File: src/rtl/mem_stage_ctl.sv
// mem_stage_ctl: memory-stage controller and MEM/WB pipeline register.
// Issues one-cycle read/write strobes to a variable-latency data memory,
// freezes the upstream pipeline while an access is outstanding, and
// registers the retiring instruction into the MEM/WB fields.
module mem_stage_ctl (
   input  logic        clk,
   input  logic        rst,
   input  logic [15:0] ALUOut_EM,
   input  logic [15:0] R2Data_EM,
   input  logic        memReadEnable_EM,
   input  logic        memWriteEnable_EM,
   input  logic [1:0]  regWriteDataSel_EM,
   input  logic [2:0]  regWriteNum_EM,
   input  logic        regWriteEnable_EM,
   input  logic [15:0] PC2_EM,
   input  logic        halt_EM,
   input  logic        nop_EM,
   output logic [15:0] mem_addr,
   output logic [15:0] mem_wdata,
   output logic        mem_rd,
   output logic        mem_wr,
   input  logic [15:0] mem_rdata,
   input  logic        mem_done,
   input  logic        mem_stall,
   output logic        stall_out,
   output logic [15:0] ALUOut_MW,
   output logic [15:0] memData_MW,
   output logic [15:0] PC2_MW,
   output logic [1:0]  regWriteDataSel_MW,
   output logic [2:0]  regWriteNum_MW,
   output logic        regWriteEnable_MW,
   output logic        halt_MW,
   output logic        nop_MW,
   output logic        err_MW
);

   typedef enum logic [1:0] {
      IDLE   = 2'd0,
      WAIT   = 2'd1,
      HALTED = 2'd2
   } state_t;

   state_t state, state_next;

   logic access;
   logic illegal;
   logic legal;
   logic retire;
   logic stall_int;
   logic rd_int;
   logic wr_int;

   assign access   = (memReadEnable_EM | memWriteEnable_EM) & ~nop_EM & ~halt_EM;
   assign illegal  = access & (ALUOut_EM[0] | (memReadEnable_EM & memWriteEnable_EM));
   assign legal    = access & ~illegal;

   assign mem_addr  = ALUOut_EM;
   assign mem_wdata = R2Data_EM;

   // Request strobes and stall are suppressed while reset is held so a
   // reset cycle never launches an access or freezes the pipeline.
   assign mem_rd    = rd_int & ~rst;
   assign mem_wr    = wr_int & ~rst;
   assign stall_out = stall_int & ~rst;

   // State register; reset always returns to IDLE, dropping any pending access.
   always_ff @(posedge clk) begin
      if (rst) state <= IDLE;
      else     state <= state_next;
   end

   // Next-state, strobes, stall and retire decision for the current cycle.
   always_comb begin
      state_next = state;
      rd_int     = 1'b0;
      wr_int     = 1'b0;
      stall_int  = 1'b0;
      retire     = 1'b0;
      unique case (state)
         IDLE: begin
            if (!legal) begin
               retire = 1'b1;
               if (halt_EM && !nop_EM) state_next = HALTED;
            end else if (mem_stall) begin
               stall_int = 1'b1;
            end else begin
               rd_int = memReadEnable_EM;
               wr_int = memWriteEnable_EM;
               if (mem_done) begin
                  retire = 1'b1;
               end else begin
                  stall_int  = 1'b1;
                  state_next = WAIT;
               end
            end
         end
         WAIT: begin
            if (mem_done) begin
               retire     = 1'b1;
               state_next = IDLE;
            end else begin
               stall_int = 1'b1;
            end
         end
         HALTED: begin
            state_next = HALTED;
         end
         default: begin
            state_next = IDLE;
         end
      endcase
   end

   // MEM/WB register: load on retire, bubble on stall, freeze once halted.
   always_ff @(posedge clk) begin
      if (rst) begin
         ALUOut_MW          <= 16'h0000;
         memData_MW         <= 16'h0000;
         PC2_MW             <= 16'h0000;
         regWriteDataSel_MW <= 2'b00;
         regWriteNum_MW     <= 3'b000;
         regWriteEnable_MW  <= 1'b0;
         halt_MW            <= 1'b0;
         nop_MW             <= 1'b1;
         err_MW             <= 1'b0;
      end else if (state == HALTED) begin
         halt_MW <= 1'b1;
      end else if (retire) begin
         ALUOut_MW          <= ALUOut_EM;
         memData_MW         <= (legal && memReadEnable_EM) ? mem_rdata : 16'h0000;
         PC2_MW             <= PC2_EM;
         regWriteDataSel_MW <= regWriteDataSel_EM;
         regWriteNum_MW     <= regWriteNum_EM;
         regWriteEnable_MW  <= regWriteEnable_EM & ~illegal;
         halt_MW            <= halt_EM & ~nop_EM;
         nop_MW             <= nop_EM;
         err_MW             <= illegal;
      end else if (stall_int) begin
         ALUOut_MW          <= 16'h0000;
         memData_MW         <= 16'h0000;
         PC2_MW             <= 16'h0000;
         regWriteDataSel_MW <= 2'b00;
         regWriteNum_MW     <= 3'b000;
         regWriteEnable_MW  <= 1'b0;
         halt_MW            <= 1'b0;
         nop_MW             <= 1'b1;
         err_MW             <= 1'b0;
      end
   end

endmodule

File: config.mk
export PLATFORM = sky130hd
export DESIGN_NAME = mem_stage_ctl
export DESIGN_NICKNAME = d
export VERILOG_FILES = /design/src/rtl/mem_stage_ctl.sv
export SDC_FILE = /design/constraint.sdc
export NUM_CORES = 1
export LEC_CHECK = 0
export CAP_MARGIN = 0
export CORE_AREA = 8 8 103 128
export CTS_BUF_LIST = sky130_fd_sc_hd__clkbuf_8
export DETAILED_ROUTE_END_ITERATION = 8
export DIE_AREA = 0 0 111 136
export PLACE_DENSITY = 0.57
export SKIP_LAST_GASP = 1
export SLEW_MARGIN = 40
export SYNTH_ARGS = -nofsm -noshare
export SYNTH_HDL_FRONTEND = slang
export SYNTH_SLANG_ARGS = --single-unit
File: constraint.sdc
create_clock -name clk -period 1.68 [get_ports clk]
set_input_delay 0.252 -clock clk [delete_from_list [all_inputs] [get_ports clk]]
set_output_delay 0.252 -clock clk [all_outputs]
set_load 0.03 [all_outputs]
==> key figures, run 1 <==
Synthesis
  – Sequential fraction of the synthesis area: 0.4364
  – Post-synthesis cell type count: 31
  – Post-synth EDFFs: 0
  – Area of the mapped netlist: around 2700 sq um
  – Syn nets: 376
  – Dominant synthesized flop cell: sky130_fd_sc_hd__dfxtp_1
  – Main area contributors after synthesis: sky130_fd_sc_hd__dfxtp_1, sky130_fd_sc_hd__a311oi_1, sky130_fd_sc_hd__buf_4, sky130_fd_sc_hd__a21oi_1, sky130_fd_sc_hd__nand2_1
  – Synthesized area per cell: around 9.1 sq um
  – Synthesis-stage register bit count: 59
  – Proportion of netlist area held by the largest area contributor: 0.4364
  – Post-synthesis async set-or-reset flop share: 0
  – Post-Synthesis Cells: about 300
  – Area leader, netlist: sky130_fd_sc_hd__dfxtp_1
  – Number of warnings printed during yosys synthesis: 0

STA
  – Endpoints failing setup: 2
  – Fin. Hold Viols: 0
  – Maximum clock rate: 570.1 MHz
  – Final Critical Period: about 1.8 ns
  – Maximum clock skew at final layout: about 0.0087 ns
  – Number of max-slew violations in the final report: 0
  – Setup TNS: -0.1331 ns
  – Setup repair after global routing missed its margin: true
  – Final critical-path setup slack: -0.07411 ns
  – Worst max-slew margin expressed relative to the limit: 0.5321
  – Slew of the pin with the lowest slew margin: 0.7019 ns
  – Share of the clock period used by the worst path after layout: 1.044

Power and ir drop
  – Peak VDD IR: 0.0002795 V
  – PwrDens: between 800 and 900 nW/um^2
  – Static Leak: between 2 and 2.5 nW

Drt
  – Post-route met1 wirelength: between 3000 and 4000 um
  – Iteration-0 DRC count of the detailed router: between 90 and 100
  – Met2 routed wirelength: just over 4000 um
  – Total number of vias: about 2,600
  – Wirelength, routed: 9036 um
  – Final ANT Viol Nets: 0
  – Routed wire per std cell: between 15 and 20 um
  – Number of search-and-repair iterations in the first detailed-routing pass: 4
  – Routed length on met3: ~890 um
  – Via density: 4.742
  – Number of DRC violations after detailed routing: 0
  – Top metal layer carrying routed signals: met4

Place
  – Placer's final routability congestion estimate: 0.7520
  – Count of input and output buffers: between 100 and 150
  – Detail Placement HPWL: between 6000 and 7000 um
  – Area post-placement: 4076 sq um

Floorplan
  – Die height: 136 um
  – Die width: 111 um
  – Starting Density: 0.2398
  – I/O pin total: between 150 and 200
  – Num rows: 44
  – Core ar.: roughly 11,000 sq um
  – Die Footprint: ~15,000 sq um

Setup path
  – Kind of start point of the critical path: flop
  – Type of destination of the critical path: primary output
  – Buffers and inverters on the worst path: 1
  – Maximum net fanout on the critical path: 3
  – Slowest cell on the critical path: sky130_fd_sc_hd__or3_4
  – Largest delay share family, worst path: simple AND/OR/NAND/NOR gates
  – Data arrival at the endpoint of the critical path: ~1.5 ns
  – Crit Path Class: reg2out
  – Slowest Stage Delay on Critical Path: approximately 0.41 ns
  – Critical path cell sequence: or3_4, nor2_2, and3_4, buf_12
  – Worst path required time: 1.43 ns

Final layout
  – Net count reported at finish: between 400 and 500
  – Register area: around 1200 sq um
  – Most frequent cells in the layout: sky130_fd_sc_hd__clkdlybuf4s50_1, sky130_fd_sc_hd__dfxtp_1, sky130_fd_sc_hd__nand2_1
  – Final-layout fill cell count: roughly 1,100
  – Antenna cells: 0
  – Synthesis-to-layout area growth: 65.33%
  – Final cell area excluding filler cells: 4474 sq um
  – Final design utilization: 0.3965
  – Commonest non-fill, non-tap cell in the layout: sky130_fd_sc_hd__clkdlybuf4s50_1
  – Layout cells sized above 1: 0.2398
  – Total area of multi-input combinational cells: approximately 1200 sq um

Global routing
  – Antenna violations before repair: 0
  – Global route overflow: 0
  – Largest net degree at the start of global routing: 60
  – Tot GR Track Use: 0.1156
  – Number of global-route vias before repair: ~2,700
  – Wire length of the first global-routing pass: 14,390 um

Clock network
  – Clock transition at the registers of the reported paths: approximately 0.07 ns
  – CTS Hold Buffers Added: 0
  – Number of buffers created by CTS: 9
  – CTS root buf: sky130_fd_sc_hd__clkbuf_8
  – H-tree depth reported by CTS: 3
  – Max clock buf depth: 2
  – Source-to-sink clock delay at the later pin of the worst-skew pair: 0.33 ns
  – TritonCTS clock tree: built
  – Num Clock Sinks: just under 60

Job
  – Max cap viols: 0

Run status
  – Run status: complete, but fails checks
  – Failing checks: negative setup slack

Min path
  – HP Class: in2reg
[per-stage QoR]
step / hold slack, ns / setup slack [ns] / power (mW) / instances
4_1_cts: 0.2724 / -0.1137 / 3.862 / 555
2_1_floorplan: 0.3307 / -0.2010 / 2.058 / 298
5_1_grt: 0.3100 / -0.1410 / 3.968 / 555
6_report: 0.2939 / -0.07411 / 3.780 / 555
3_5_place_dp: 0.4512 / -0.4056 / 2.400 / 534
3_3_place_gp: 0.4436 / -0.3840 / 2.388 / 534
[registers in the layout, indices dropped and copies added, names as in the netlist]
name	count
regWriteDataSel_MW	2
state	2
ALUOut_MW	16
err_MW	1
regWriteNum_MW	3
regWriteEnable_MW	1
PC2_MW	16
halt_MW	1
memData_MW	16
nop_MW	1
[power by group]
| group | leakage, nW | switching [mW] | total, mW | internal [mW] |
|---|---|---|---|---|
| sequential | 0.487 | 0.0493 | 1.52 | 1.47 |
| clock | 0.101 | 0.587 | 1.42 | 0.829 |
| combinational | 1.49 | 0.461 | 0.844 | 0.383 |
| total | 2.07 | 1.10 | 3.78 | 2.68 |
[synth_stat cells, types with 2 or more instances]
| master | count |
|---|---|
| sky130_fd_sc_hd__a311oi_1 | 36 |
| sky130_fd_sc_hd__dfxtp_1 | 59 |
| sky130_fd_sc_hd__a22oi_2 | 10 |
| sky130_fd_sc_hd__clkbuf_1 | 17 |
| sky130_fd_sc_hd__o21bai_1 | 2 |
| sky130_fd_sc_hd__nand3b_1 | 3 |
| sky130_fd_sc_hd__or3_1 | 2 |
| sky130_fd_sc_hd__nor4_1 | 2 |
| sky130_fd_sc_hd__nor2_2 | 10 |
| sky130_fd_sc_hd__o21ai_0 | 2 |
| sky130_fd_sc_hd__a21oi_1 | 38 |
| sky130_fd_sc_hd__clkbuf_8 | 2 |
| sky130_fd_sc_hd__nor2_1 | 13 |
| sky130_fd_sc_hd__nand2_1 | 40 |
| sky130_fd_sc_hd__buf_6 | 2 |
| sky130_fd_sc_hd__buf_4 | 32 |
| sky130_fd_sc_hd__buf_2 | 5 |
| sky130_fd_sc_hd__nand2b_1 | 5 |
| sky130_fd_sc_hd__a22oi_1 | 6 |
[logic make-up after synthesis]
| group | after synthesis | synth area share |
|---|---|---|
| xor gates and xnor gates | 1 | 0.003237 |
| AOI/OAI and AO/OA | 98 | 0.2709 |
| adders and majority gates | 1 | 0.003699 |
| buffers and inverters | 59 | 0.1415 |
| DFF | 59 | 0.4364 |
| and+or+nand+nor | 80 | 0.1442 |
[path summary, 6_finish.rpt]
kind,to,slack (ns),cells after the start,from
worst max-delay path,mem_wr,-0.07,4,state[1]$_SDFFE_PP0P_
worst min-delay path,nop_MW$_SDFFE_PP1P_,0.29,4,nop_EM
worst max register to register,PC2_MW[6]$_SDFFE_PP0P_,0.09,5,state[1]$_SDFFE_PP0P_
worst min register to register,ALUOut_MW[0]$_SDFFE_PP0P_,0.46,2,ALUOut_MW[0]$_SDFFE_PP0P_
[layer usage]
| layer | track usage | vias up |
|---|---|---|
| met5 | 0 | - |
| met4 | 0.04214 | 0 |
| met3 | 0.05916 | 12 |
| met2 | 0.1739 | 111 |
| met1 | 0.1377 | 1226 |
| li1 | - | 1283 |
[what timing repair did]
item | 4_1_cts | 5_1_grt
pin swaps | 6 | 0
buffers inserted | 5 | 0
resized for setup | 34 | 36
endpoints found under the setup margin | 23 | 37
[worst register-to-register path, cell delays in order (launching register included)]
cell and delay, ns:
sky130_fd_sc_hd__dfxtp_4 0.35, sky130_fd_sc_hd__buf_4 0.16, sky130_fd_sc_hd__nand2b_1 0.21, sky130_fd_sc_hd__nand2b_1 0.30, sky130_fd_sc_hd__buf_12 0.23, sky130_fd_sc_hd__a311oi_1 0.24
[final cells by class]
class,instances,area share
clock inverters,7,0.02069
multi-input cells,180,0.2757
repair buffers,162,0.3716
clock buffers,9,0.02768
flip-flops and latches,59,0.2657
well taps,138,0.03859
(Power assumes the default switching activity.)
==> inputs of run 2 (changes only) <==
CORE_AREA = 8 8 89 111   (was 8 8 103 128)
DIE_AREA = 0 0 97 119   (was 0 0 111 136)
PLACE_DENSITY = 0.75   (was 0.57)
==> key figures, run 2 (synthesized netlist as in run 1, its figures left out) <==
STA
  – Number of max-slew violations in the final report: 0
  – Final critical-path setup slack: -0.09248 ns
  – Fin. Hold Viols: 0
  – Setup repair after global routing missed its margin: true
  – Maximum clock rate: 564.2 MHz
  – Maximum clock skew at final layout: between 0.01 and 0.015 ns
  – Worst max-slew margin expressed relative to the limit: 0.5462
  – Endpoints failing setup: 3
  – Slew of the pin with the lowest slew margin: 0.6807 ns
  – Final Critical Period: around 1.8 ns
  – Share of the clock period used by the worst path after layout: 1.055

Clock network
  – CTS Hold Buffers Added: 0
  – Num Clock Sinks: between 50 and 60
  – Number of buffers created by CTS: 9
  – CTS root buf: sky130_fd_sc_hd__clkbuf_8
  – Max clock buf depth: 2
  – Clock transition at the registers of the reported paths: about 0.08 ns
  – TritonCTS clock tree: built
  – Source-to-sink clock delay at the later pin of the worst-skew pair: 0.34 ns
  – H-tree depth reported by CTS: 3

Final layout
  – Total area of multi-input combinational cells: between 1000 and 1500 sq um
  – Registers with the highest flip-flop counts: ALUOut_MW: 16 flops, PC2_MW: 16 flops, memData_MW: 16 flops
  – Net count reported at finish: 486
  – Register area: around 1200 sq um
  – Commonest non-fill, non-tap cell in the layout: sky130_fd_sc_hd__clkdlybuf4s50_1
  – Layout cells sized above 1: 0.2252
  – Synthesis-to-layout area growth: 58.30%
  – Final non-filler cell total: between 500 and 600
  – Antenna cells: 0
  – Final-layout fill cell count: 730
  – Most frequent cells in the layout: sky130_fd_sc_hd__clkdlybuf4s50_1, sky130_fd_sc_hd__dfxtp_1, sky130_fd_sc_hd__nand2_1

Power and ir drop
  – Static Leak: 1.875 nW
  – Proportion of power drawn by flip-flops and latches: 0.423
  – PwrDens: 841.1 nW/um^2
  – Net Switching: between 1 and 1.5 mW
  – Clock power frac: 0.350
  – Relative contribution of combinational cells to total power: 0.228
  – Final Total Pwr: around 3.6 mW
  – Sw Ratio: 0.2991
  – Peak VDD IR: about 0.00063 V
  – Internal power of the cells: around 2.5 mW

Setup path
  – Data arrival at the endpoint of the critical path: roughly 1.5 ns
  – Crit path to: mem_wr
  – Kind of start point of the critical path: flop
  – Worst r2r src: state[1]$_SDFFE_PP0P_
  – Crit Path Class: reg2out
  – Type of destination of the critical path: primary output
  – Worst path required time: ~1.4 ns
  – Setup slack, reg-to-reg: around 0.23 ns
  – Worst Setup SP: state[1]$_SDFFE_PP0P_
  – Depth of the worst register-to-register path: 5
  – Crit Reg-Reg Endpoint: ALUOut_MW[13]$_SDFFE_PP0P_
  – Maximum net fanout on the critical path: 5

Global routing
  – GRT busiest layer: met2
  – Tot GR Track Use: 0.1427
  – Global routing usage on met1: 0.1551
  – Wire length of the first global-routing pass: around 14,000 um
  – Largest net degree at the start of global routing: 61
  – Global route overflow: 0
  – Antenna violations before repair: 0
  – Met3 Track Usage GR: 0.08155
  – Number of global-route vias before repair: between 2,000 and 3,000
  – GRT met2 Usage: 0.2171

Floorplan
  – Die Footprint: 11,540 sq um
  – I/O pin total: 170
  – Num rows: 37
  – Core ar.: 8102 sq um
  – Die height: between 100 and 150 um
  – Starting Density: 0.3341
  – Die width: approximately 97 um

Place
  – Count of input and output buffers: around 140
  – Number of instances in the placed design: slightly below 500
  – Placer's final routability congestion estimate: 0.7348
  – Post-Place Setup Slack: -0.3474 ns
  – Detail Placement HPWL: roughly 6200 um

Job
  – Max cap viols: 0

Min path
  – Worst hold path depth: 4
  – HP Class: in2reg

Drt
  – Final ANT Viol Nets: 0
  – Number of search-and-repair iterations in the first detailed-routing pass: 4
  – Number of DRC violations after detailed routing: 0
  – Total number of vias: 2,630
  – Iteration-0 DRC count of the detailed router: 69
  – Via density: 5.157
  – Routed wire per std cell: ~17 um
  – Wirelength, routed: between 8000 and 9000 um

Run status
  – Run status: complete, but fails checks
  – Failing checks: negative setup slack
## run 2: cell types whose count changed in the layout (fill, tap and decap cells not counted), sizes merged
cell / previous run / this run
clkdlybuf4s50: 73 / 85
dlymetal6s2s: 34 / 25
buf: 48 / 44
dlygate4sd2: 7 / 4
clkinvlp: 3 / 1
inv: 0 / 2
bufinv: 2 / 1
clkinv: 2 / 3
## run 2: worst min path at each step
stage,slack [ns],to,from
final,0.25,err_MW$_SDFFE_PP0P_,halt_EM
after floorplan,0.33,state[0]$_SDFFE_PP0P_,mem_done
after detailed placement,0.44,ALUOut_MW[0]$_SDFFE_PP0P_,ALUOut_MW[0]$_SDFFE_PP0P_
after CTS,0.23,err_MW$_SDFFE_PP0P_,halt_EM
after global routing,0.23,err_MW$_SDFFE_PP0P_,halt_EM
after global placement,0.45,ALUOut_MW[0]$_SDFFE_PP0P_,ALUOut_MW[0]$_SDFFE_PP0P_
## run 2: area by class of cell
type / count / share of cell area
Clock inverter: 7 / 0.01606
Tap cell: 97 / 0.02833
Multi-Input combinational cell: 180 / 0.2807
Timing Repair Buffer: 158 / 0.3686
Sequential cell: 59 / 0.2775
Clock buffer: 9 / 0.02891
## run 2: power groups by stage
stage	Sequential (mW)	Clock [mW]	Combinational, mW
floorplan	1.69	0	0.366
detailed placement	1.56	0	0.827
global route	1.53	1.37	0.872
finish	1.52	1.26	0.820
CTS	1.52	1.30	0.829
global placement	1.55	0	0.819
## run 2: critical path, cell delays in order, from the launching register on
cell and delay, ns:
sky130_fd_sc_hd__dfxtp_4 0.36, sky130_fd_sc_hd__or3_4 0.42, sky130_fd_sc_hd__nor2_4 0.09, sky130_fd_sc_hd__and3_4 0.18, sky130_fd_sc_hd__buf_6 0.13
## run 2: per-stage QoR
stage | TNS (ns) | area (sq um) | hold slack [ns] | utilization
after floorplan | -0.2010 | 2719 | 0.3307 | -
after detailed placement | -14.60 | 3980 | 0.4439 | 0.4913
after global routing | -0.4238 | 4284 | 0.2348 | 0.5288
after CTS | -0.2755 | 4202 | 0.2265 | 0.5186
final | -0.2544 | 4284 | 0.2458 | 0.5288
after global placement | -13.83 | 3980 | 0.4450 | 0.4913
## run 2: repair_timing
action / CTS / global route
buffers inserted: 2 / 0
gates resized for setup: 23 / 30
setup endpoints to repair: 4 / 28
pin swaps: 5 / 2
## run 2: per-layer routing
layer  part of all wire  vias to the layer above  routed length (um)
met5                  0                        -                   0
met4              0.022                        0                 187
met3               0.13                       20                1101
met2               0.46                      138                3906
met1               0.39                     1198                3360
li1                   -                     1274                   -
